### src/rtl/adc_readout_if.sv
`default_nettype none
// ============================================================================
// Module   : adc_readout_if
// Brief    : AXI-Stream sample channel between adc_readout and its consumer.
// Revision : 1.0
// ============================================================================
interface adc_readout_if;
  logic [31:0] tdata;
  logic        tvalid;
  logic        tready;
  logic        tlast;

  modport master (output tdata, output tvalid, output tlast, input tready);
  modport slave  (input tdata, input tvalid, input tlast, output tready);
endinterface
`default_nettype wire

### src/rtl/adc_readout.sv
`default_nettype none
// ============================================================================
// Module   : adc_readout
// Brief    : SPI-framed ADC sample readout to a sign-extended AXI-Stream beat.
// Revision : 1.0
// ============================================================================
module adc_readout #(
  parameter int DATA_WIDTH = 24,
  parameter int SCK_DIV    = 2,
  parameter int PACKET_LEN = 1024
) (
  input  logic          clk,
  input  logic          reset,
  input  logic          trigger,
  output logic          cs_n,
  output logic          sck,
  input  logic          sdo,
  adc_readout_if.master m_axis,
  output logic          ready,
  output logic          last,
  output logic          overrun
);

  localparam int CNT_W = ($clog2(PACKET_LEN) > 16) ? $clog2(PACKET_LEN) : 16;
  localparam int DIV_W = (SCK_DIV > 1) ? $clog2(SCK_DIV) : 1;
  localparam int PH_W  = $clog2(2 * DATA_WIDTH);

  localparam logic [DIV_W-1:0] DIV_LAST = DIV_W'(SCK_DIV - 1);
  localparam logic [PH_W-1:0]  PH_LAST  = PH_W'(2 * DATA_WIDTH - 1);
  localparam logic [CNT_W-1:0] CNT_LAST = CNT_W'(PACKET_LEN - 1);

  typedef enum logic [1:0] {
    S_IDLE  = 2'd0,
    S_SETUP = 2'd1,
    S_SHIFT = 2'd2,
    S_OUT   = 2'd3
  } state_t;

  state_t                state_q, state_d;
  logic [DIV_W-1:0]      div_q, div_d;
  logic [PH_W-1:0]       phase_q, phase_d;
  logic [DATA_WIDTH-1:0] shreg_q, shreg_d;
  logic [CNT_W-1:0]      cnt_q, cnt_d;
  logic [31:0]           tdata_q, tdata_d;
  logic                  cs_n_q, cs_n_d;
  logic                  sck_q, sck_d;
  logic                  tvalid_q, tvalid_d;
  logic                  tlast_q, tlast_d;
  logic                  overrun_q, overrun_d;
  logic [31:0]           sext;
  logic                  div_done;

  generate
    if (DATA_WIDTH == 32) begin : g_sext_full
      assign sext = shreg_q;
    end else begin : g_sext_ext
      assign sext = {{(32 - DATA_WIDTH){shreg_q[DATA_WIDTH-1]}}, shreg_q};
    end
  endgenerate

  assign div_done = (div_q == DIV_LAST);

  always_comb begin
    state_d   = state_q;
    div_d     = div_q;
    phase_d   = phase_q;
    shreg_d   = shreg_q;
    cnt_d     = cnt_q;
    tdata_d   = tdata_q;
    cs_n_d    = cs_n_q;
    sck_d     = sck_q;
    tvalid_d  = tvalid_q;
    tlast_d   = tlast_q;
    overrun_d = overrun_q;

    if (trigger && (state_q != S_IDLE)) begin
      overrun_d = 1'b1;
    end

    case (state_q)
      S_IDLE: begin
        if (trigger) begin
          state_d = S_SETUP;
          cs_n_d  = 1'b0;
          shreg_d = '0;
          div_d   = '0;
          phase_d = '0;
        end
      end
      S_SETUP: begin
        if (div_done) begin
          div_d   = '0;
          sck_d   = 1'b1;
          state_d = S_SHIFT;
        end else begin
          div_d = div_q + 1'b1;
        end
      end
      S_SHIFT: begin
        if (div_done) begin
          div_d   = '0;
          phase_d = phase_q + 1'b1;
          // Even phases are sck-high; data is captured as each high phase ends.
          if (!phase_q[0]) begin
            shreg_d = {shreg_q[DATA_WIDTH-2:0], sdo};
            sck_d   = 1'b0;
          end else if (phase_q == PH_LAST) begin
            cs_n_d   = 1'b1;
            tdata_d  = sext;
            tvalid_d = 1'b1;
            tlast_d  = (cnt_q == CNT_LAST);
            state_d  = S_OUT;
          end else begin
            sck_d = 1'b1;
          end
        end else begin
          div_d = div_q + 1'b1;
        end
      end
      S_OUT: begin
        if (m_axis.tready) begin
          tvalid_d = 1'b0;
          tlast_d  = 1'b0;
          cnt_d    = tlast_q ? '0 : cnt_q + 1'b1;
          state_d  = S_IDLE;
        end
      end
      default: state_d = S_IDLE;
    endcase
  end

  always_ff @(posedge clk) begin
    if (reset) begin
      state_q   <= S_IDLE;
      div_q     <= '0;
      phase_q   <= '0;
      shreg_q   <= '0;
      cnt_q     <= '0;
      tdata_q   <= '0;
      cs_n_q    <= 1'b1;
      sck_q     <= 1'b0;
      tvalid_q  <= 1'b0;
      tlast_q   <= 1'b0;
      overrun_q <= 1'b0;
    end else begin
      state_q   <= state_d;
      div_q     <= div_d;
      phase_q   <= phase_d;
      shreg_q   <= shreg_d;
      cnt_q     <= cnt_d;
      tdata_q   <= tdata_d;
      cs_n_q    <= cs_n_d;
      sck_q     <= sck_d;
      tvalid_q  <= tvalid_d;
      tlast_q   <= tlast_d;
      overrun_q <= overrun_d;
    end
  end

  assign cs_n          = cs_n_q;
  assign sck           = sck_q;
  assign overrun       = overrun_q;
  assign m_axis.tdata  = tdata_q;
  assign m_axis.tvalid = tvalid_q;
  assign m_axis.tlast  = tlast_q;
  assign ready         = (state_q == S_IDLE);
  assign last          = (state_q == S_OUT) && m_axis.tready && tlast_q;

endmodule
`default_nettype wire

### src/flat_wrapper.sv
// flat-port wrapper written by rule: the top's interface ports become plain ports
module adc_readout_flat 
#(
  parameter int DATA_WIDTH = 24,
  parameter int SCK_DIV    = 2,
  parameter int PACKET_LEN = 1024
)
  (clk, reset, trigger, cs_n, sck, sdo, ready, last, overrun, m_axis_tdata, m_axis_tvalid, m_axis_tlast, m_axis_tready);
  adc_readout_if m_axis_i ();
  input  logic clk;
  input  logic reset;
  input  logic trigger;
  output logic cs_n;
  output logic sck;
  input  logic sdo;
  output logic ready;
  output logic last;
  output logic overrun;
  output wire logic [$bits(m_axis_i.tdata)-1:0] m_axis_tdata;
  output wire logic [$bits(m_axis_i.tvalid)-1:0] m_axis_tvalid;
  output wire logic [$bits(m_axis_i.tlast)-1:0] m_axis_tlast;
  input wire logic [$bits(m_axis_i.tready)-1:0] m_axis_tready;
  assign m_axis_tdata = m_axis_i.tdata;
  assign m_axis_tvalid = m_axis_i.tvalid;
  assign m_axis_tlast = m_axis_i.tlast;
  assign m_axis_i.tready = m_axis_tready;
  adc_readout #(.DATA_WIDTH(DATA_WIDTH), .SCK_DIV(SCK_DIV), .PACKET_LEN(PACKET_LEN)) u_core (.clk(clk), .reset(reset), .trigger(trigger), .cs_n(cs_n), .sck(sck), .sdo(sdo), .m_axis(m_axis_i), .ready(ready), .last(last), .overrun(overrun));
endmodule
### config.mk
export PLATFORM = sky130hd
export DESIGN_NAME = adc_readout_flat
export DESIGN_NICKNAME = d
export VERILOG_FILES = /design/src/rtl/adc_readout_if.sv /design/src/rtl/adc_readout.sv /design/src/flat_wrapper.sv
export SDC_FILE = /design/constraint.sdc
export NUM_CORES = 1
export LEC_CHECK = 0
export BUFFER_PORTS_ARGS = -buffer_cell sky130_fd_sc_hd__buf_4
export CAP_MARGIN = 40
export CORE_ASPECT_RATIO = 0.6
export CORE_MARGIN = 5
export CORE_UTILIZATION = 55
export CTS_BUF_LIST = sky130_fd_sc_hd__clkbuf_8
export CTS_CLUSTER_DIAMETER = 200
export DETAILED_ROUTE_END_ITERATION = 6
export GPL_TIMING_DRIVEN = 0
export PLACE_DENSITY = 0.74
export REMOVE_ABC_BUFFERS = 1
export SETUP_SLACK_MARGIN = 0.4
export SYNTH_ARGS = -nofsm -noshare
export SYNTH_HDL_FRONTEND = slang
export SYNTH_SLANG_ARGS = --single-unit
### constraint.sdc
create_clock -name clk -period 3.1 [get_ports clk]
set_clock_uncertainty 0.2 [all_clocks]
set_input_delay 0.31 -clock clk [delete_from_list [all_inputs] [get_ports clk]]
set_output_delay 0.31 -clock clk [all_outputs]
set_load 0.02 [all_outputs]
======== Word-level counts from Yosys, hierarchy flattened ========
Cells that the tools add are included.
word-level totals
  logic and storage cells ................. 79
  output and inout port bits .............. 39
  input bits .............................. 5
  bits in registers ....................... 78
operators by class
  add/subtract/negate cells ............... 3
  reductions and logical operators ........ 19
  eq/ne operators ......................... 13
  multiplexer cells ....................... 33
operators with widths
  operator                                               count
  2-to-1 mux 24 bit                                      3
  case mux 24 bit (2 select lines)                       1
  adder 16 x 1 -> 16 bit, second input constant          1
  equality test 16 x 10 -> 1 bit, second input constant  1
  2-to-1 mux 16 bit                                      1
  2-to-1 mux 1 bit                                       13
  2-to-1 mux 2 bit                                       6
  2-to-1 mux 6 bit                                       2
  case mux 6 bit (2 select lines)                        1
  AND reduction 4 bit                                    3
  case mux 1 bit (2 select lines)                        5
  AND reduction 5 bit                                    2
  nonzero test 2 bit                                     5
  inequality test 2 x 1 -> 1 bit, second input constant  4
  case mux 2 bit (4 select lines)                        1
  adder 6 x 1 -> 6 bit, second input constant            1
  equality test 6 bit, second input constant             1
  inequality test 2 bit, second input constant           3
  AND reduction 6 bit                                    1
  equality test 2 bit, second input constant             2
  AND reduction 2 bit                                    2
  logical AND 1 bit                                      3
  inequality test 3 bit, second input constant           1
  AND reduction 3 bit                                    1
  other kinds (4)                                        4

======== Depth between registers and ports, before layout ========
  depth after elaboration ................. 5
  depth in mapped cells ................... 8
  depth with buffers taken out ............ 6

======== Worst setup path after synthesis ========
Ideal clock, no wire load.
  path kind ............................... flip-flop to flip-flop
  start ................................... reg u_core.state_q[0]
  end ..................................... reg u_core.shreg_q[13]
  clock period less this slack ............ 2.071 ns
  path slack .............................. 1.029 ns
  stages on the path, launching flop included .. 8
  setup time .............................. 0.065 ns
  path buffers ............................ 1
  data required time ...................... 2.835 ns
  arrival ................................. 1.806 ns
  cells stage by stage .................... dfxtp_1 > inv_1 > ha_1 > mux2_2 > nand3_1 > clkbuf_1 > a22oi_1 > nor2_1
on the way
  word-level cells in the longest chain between the ends .. 3
  elaborated cells on any way between the ends .. 8
  those cells by class .................... eq/ne: 4; mux: 1; reduce/logical: 3
ends and longest elaborated chain
  item                                                                          line                source
  from (decl)                                                                   adc_readout.sv:39   state_t state_q, state_d;
  from (signal assigned)                                                        adc_readout.sv:146  state_q <= state_d;
  zero test 2 bit *                                                             -
  net ready                                                                     flat_wrapper.sv:16  output logic ready;
  inequality test 2 bit (no line) / nonzero test 2 bit (equally long branches)  -
  AND reduction 4 bit (no line)                                                 -
  to (signal assigned)                                                          adc_readout.sv:149  shreg_q <= shreg_d;
  to (decl)                                                                     adc_readout.sv:42   logic [DATA_WIDTH-1:0] shreg_q, shreg_d;
Mark *: on every way through the listed nets, which the timed path passes. The rest lies on a longest branch.
A chain may end at the register's enable or synchronous reset.

======== Worst setup path after layout ========
  start ................................... reg u_core.phase_q[0]
  end ..................................... reg u_core.tlast_q (netlist: u_core.m_axis.tlast)
on the way
  word-level cells in the longest chain between the ends .. 3
  elaborated cells on any way between the ends .. 4
  those cells by class .................... eq/ne: 3; reduce/logical: 1
ends and longest elaborated chain
  item                                      line                source
  from (decl)                               adc_readout.sv:41   logic [PH_W-1:0] phase_q, phase_d;
  from (signal assigned)                    adc_readout.sv:148  phase_q <= phase_d;
  equality test 6 bit                       adc_readout.sv:107  end else if (phase_q == PH_LAST) begin
  inequality test 2 x 1 -> 1 bit (no line)  -
  AND reduction 5 bit (no line) *           -
  to (signal assigned)                      adc_readout.sv:155  tlast_q <= tlast_d;
  to (decl)                                 adc_readout.sv:48   logic tlast_q, tlast_d;
Every way passes the cells marked *; elsewhere a longest branch is shown, timed or not.

==> flow_summary.json <==
{
  "dr_wl_met3_um": 413,
  "cts-root-buf": "clkbuf_8",
  "drt-total-wl_um": 6610,
  "port_buffers": 43,
  "synth_xor_area_share_pct": 4.10,
  "synth_seq_area_share_pct": 48.8,
  "cts_tree": "built",
  "crit_path_start": "u_core.phase_q[0]",
  "irDropWorstVdd_v": 0.000542,
  "r2r-end": "u_core.m_axis.tlast",
  "yosysTopAreaCell": "dfxtp_1",
  "hold_depth": 3,
  "ys_top_cells_by_count": "78 x dfxtp_1, 63 x nand2_1, 45 x nor2_1",
  "synth_top_family_by_area": "simple AND/OR/NAND/NOR gates",
  "r2r-start": "u_core.phase_q[0]",
  "wl_met1_um": 3320,
  "clock_path_buffers": 2,
  "maxCapViolCount": 0,
  "finalSetupViolCount": 0,
  "synth-edff-count": 0,
  "diodes": 0,
  "worstSetupEndpointType": "flip-flop",
  "core-area_mm2": 0.00562,
  "dp_slack_ps": 809,
  "n_fill_cell": 491,
  "synth_top_area_share_pct": 48.8,
  "report.final.slew_viol_count": 0,
  "required_ps": 3150,
  "synth-compound-area-share_pct": 15.0,
  "clk_pin_slew_worst_paths_ps": 80,
  "num_rows": 21,
  "grt.total_usage_pct": 18.1,
  "dr.first_iter.drc_count": 139,
  "synthFlopType": "dfxtp_1",
  "clk_latency_ps": 350,
  "placed_cells": 471,
  "via_per_inst": 5.36,
  "status": "completed",
  "hold_end": "u_core.shreg_q[0]",
  "syn_area_mm2": 0.00320,
  "cts_hold_buf": 0,
  "reg2reg_depth": 5,
  "worstMarginPinSlew_ps": 610,
  "postCtsSetupBuffers": 0,
  "min_from": "sdo",
  "cts_buffers": 9,
  "postCtsResizedCells": 0,
  "slowest_delay_ps": 540,
  "hpwlAfterDp_um": 4450,
  "start_kind": "flip-flop",
  "finalCritPeriodShare_pct": 75.5,
  "drive_above_1_share_pct": 18.2,
  "antenna_left": 0,
  "hold_viol_final": 0,
  "cp_num_buf_inv": 0,
  "route.met2.wl_um": 2860,
  "synth-simple-area-share_pct": 23.4,
  "die_h_um": 69.1,
  "num_io_pins": 44,
  "drc_errors": 0,
  "power_density_mw_per_mm2": 606,
  "final_net_count": 413,
  "tns_ps": 0,
  "slew_headroom_pct": 59.3,
  "ys_ff_latch": 78,
  "cts-htree-levels": 3,
  "async_reset_ff_share_pct": 0,
  "grt_pass1_vias": 2396,
  "worst_slack_ps": 759,
  "place.gp.congestion": 0.829,
  "yosysMostFrequentCell": "dfxtp_1",
  "area_growth_pct": 16.8,
  "dr.pass1.iters": 4,
  "grt_setup_unrepaired": "no",
  "die-width_um": 109,
  "wl_per_cell_um": 13.6,
  "synthAdderAreaFrac_pct": 2.34,
  "netlist_instances": 373,
  "grt_pass1_wl_um": 11100,
  "synth_area_per_cell_um2": 8.58,
  "cp_slowest_cell": "o31ai_2",
  "synth.area.top_cells": "dfxtp_1 49%, nand2_1 7.4%, a22oi_1 5.6%",
  "p_leak_uw": 0.00140,
  "fmax_mhz": 427,
  "cp_data_arrival_time_ps": 2390,
  "synth.distinct_cells": 46,
  "grt_remaining_overflow": 0,
  "layoutNonFillerInstCount": 487,
  "min_period_ps": 2340,
  "muxShareOfSynthArea_pct": 0.664,
  "yosysWarnings": 0,
  "crit_fanout": 8,
  "grt_max_degree": 62,
  "r2r_setup_slack_ps": 760,
  "critical_path_class": "reg2reg",
  "hp-class": "in2reg",
  "vias": 2611,
  "antenna_found_initial": 0,
  "top_layer_used": "met4",
  "crit_path_cell_trace": "ha_1 -> nand4_1 -> o31ai_2 -> o211ai_1 -> a32o_1",
  "die-area_mm2": 0.00750,
  "path_delay_family": "compound AO/OA/AOI/OAI gates",
  "start_util_pct": 56.9,
  "cts_num_sinks": 78
}
report_power, final:
part / leakage [uW] / switching, uW / internal [uW] / total, uW
logic: 0.000666 / 286 / 162 / 448
registers: 0.000629 / 33.4 / 1040 / 1070
clock network: 0.000102 / 352 / 390 / 743
total: 0.00140 / 672 / 1590 / 2260
registers in the layout, indices dropped and copies added (netlist names):
register / cells
u_core.m_axis.tvalid: 1
u_core.cs_n: 1
u_core.overrun: 1
u_core.m_axis.tlast: 1
u_core.phase_q: 6
u_core.m_axis.tdata: 24
u_core.div_done: 1
u_core.shreg_q: 24
u_core.state_q: 2
u_core.cnt_q: 16
u_core.sck: 1
cell families (layout without fill, tap and decap cells):
family | after synthesis | count (layout)
compound gates | 74 | 74
xor+xnor | 15 | 15
fa+ha+maj | 6 | 6
buf+inv | 37 | 71
flops | 78 | 78
mux | 2 | 2
simple gates | 161 | 161
through the flow:
step / hold WS (ps) / area, um2 / util, % / power, uW
global route: 16.4 / 3740 / 66.5 / 2390
detailed placement: 245 / 3540 / 63.0 / 1540
finish: 13.0 / 3740 / 66.5 / 2260
global placement: 240 / 3470 / 61.8 / 1510
CTS: 8.08 / 3740 / 66.5 / 2280
floorplan: 179 / 3050 / - / 1380
layer usage:
layer / track usage (%) / up-vias
met2: 26.7 / 69
met4: 5.04 / 0
met3: 7.28 / 3
met1: 24.5 / 1198
met5: 0 / -
li1: - / 1341
placed cells by master, fill, tap and decap left out, drive strengths merged, types with 2 or more instances in the layout:
cell and count:
or3 2, xnor2 5, xor2 10, dfxtp 78, buf 47, a221oi 2, clkbuf 10, clkinv 4
nand3 12, nand2 63, or2 2, nand2b 4, and3 3, inv 8, a21oi 32, nor3 3
o31ai 2, a22oi 24, nor4 6, and2 4, nor2 45, ha 6, nand4 10, o21ai 4
and4 3, a31o 3
how the worst max path moves through the flow:
stage / slack (ps) / end / cells past startpoint
floorplan: 950 / u_core.m_axis.tdata[0] / 5
global placement: 240 / u_core.m_axis.tdata[4] / 5
detailed placement: 810 / u_core.cnt_q[15] / 5
CTS: 780 / u_core.m_axis.tlast / 5
global route: 570 / u_core.cnt_q[15] / 5
finish: 760 / u_core.m_axis.tlast / 5
worst reg2reg max path, delay by kind of cell (launching register included):
kind / cells / cell delay (ps)
compound gates: 3 / 1040
simple gates: 1 / 280
flops: 1 / 460
fa+ha+maj: 1 / 250
cell type report:
class	count	area [um2]	area share, %
Sequential cell	78	1560	41.8
Tap cell	80	100	2.68
Inverter	8	30.0	0.803
Multi-Input combinational cell	258	1470	39.2
Clock inverter	6	61.3	1.64
Clock buffer	10	138	3.68
Timing Repair Buffer	47	383	10.2
Power figures use the tool's default switching activity.
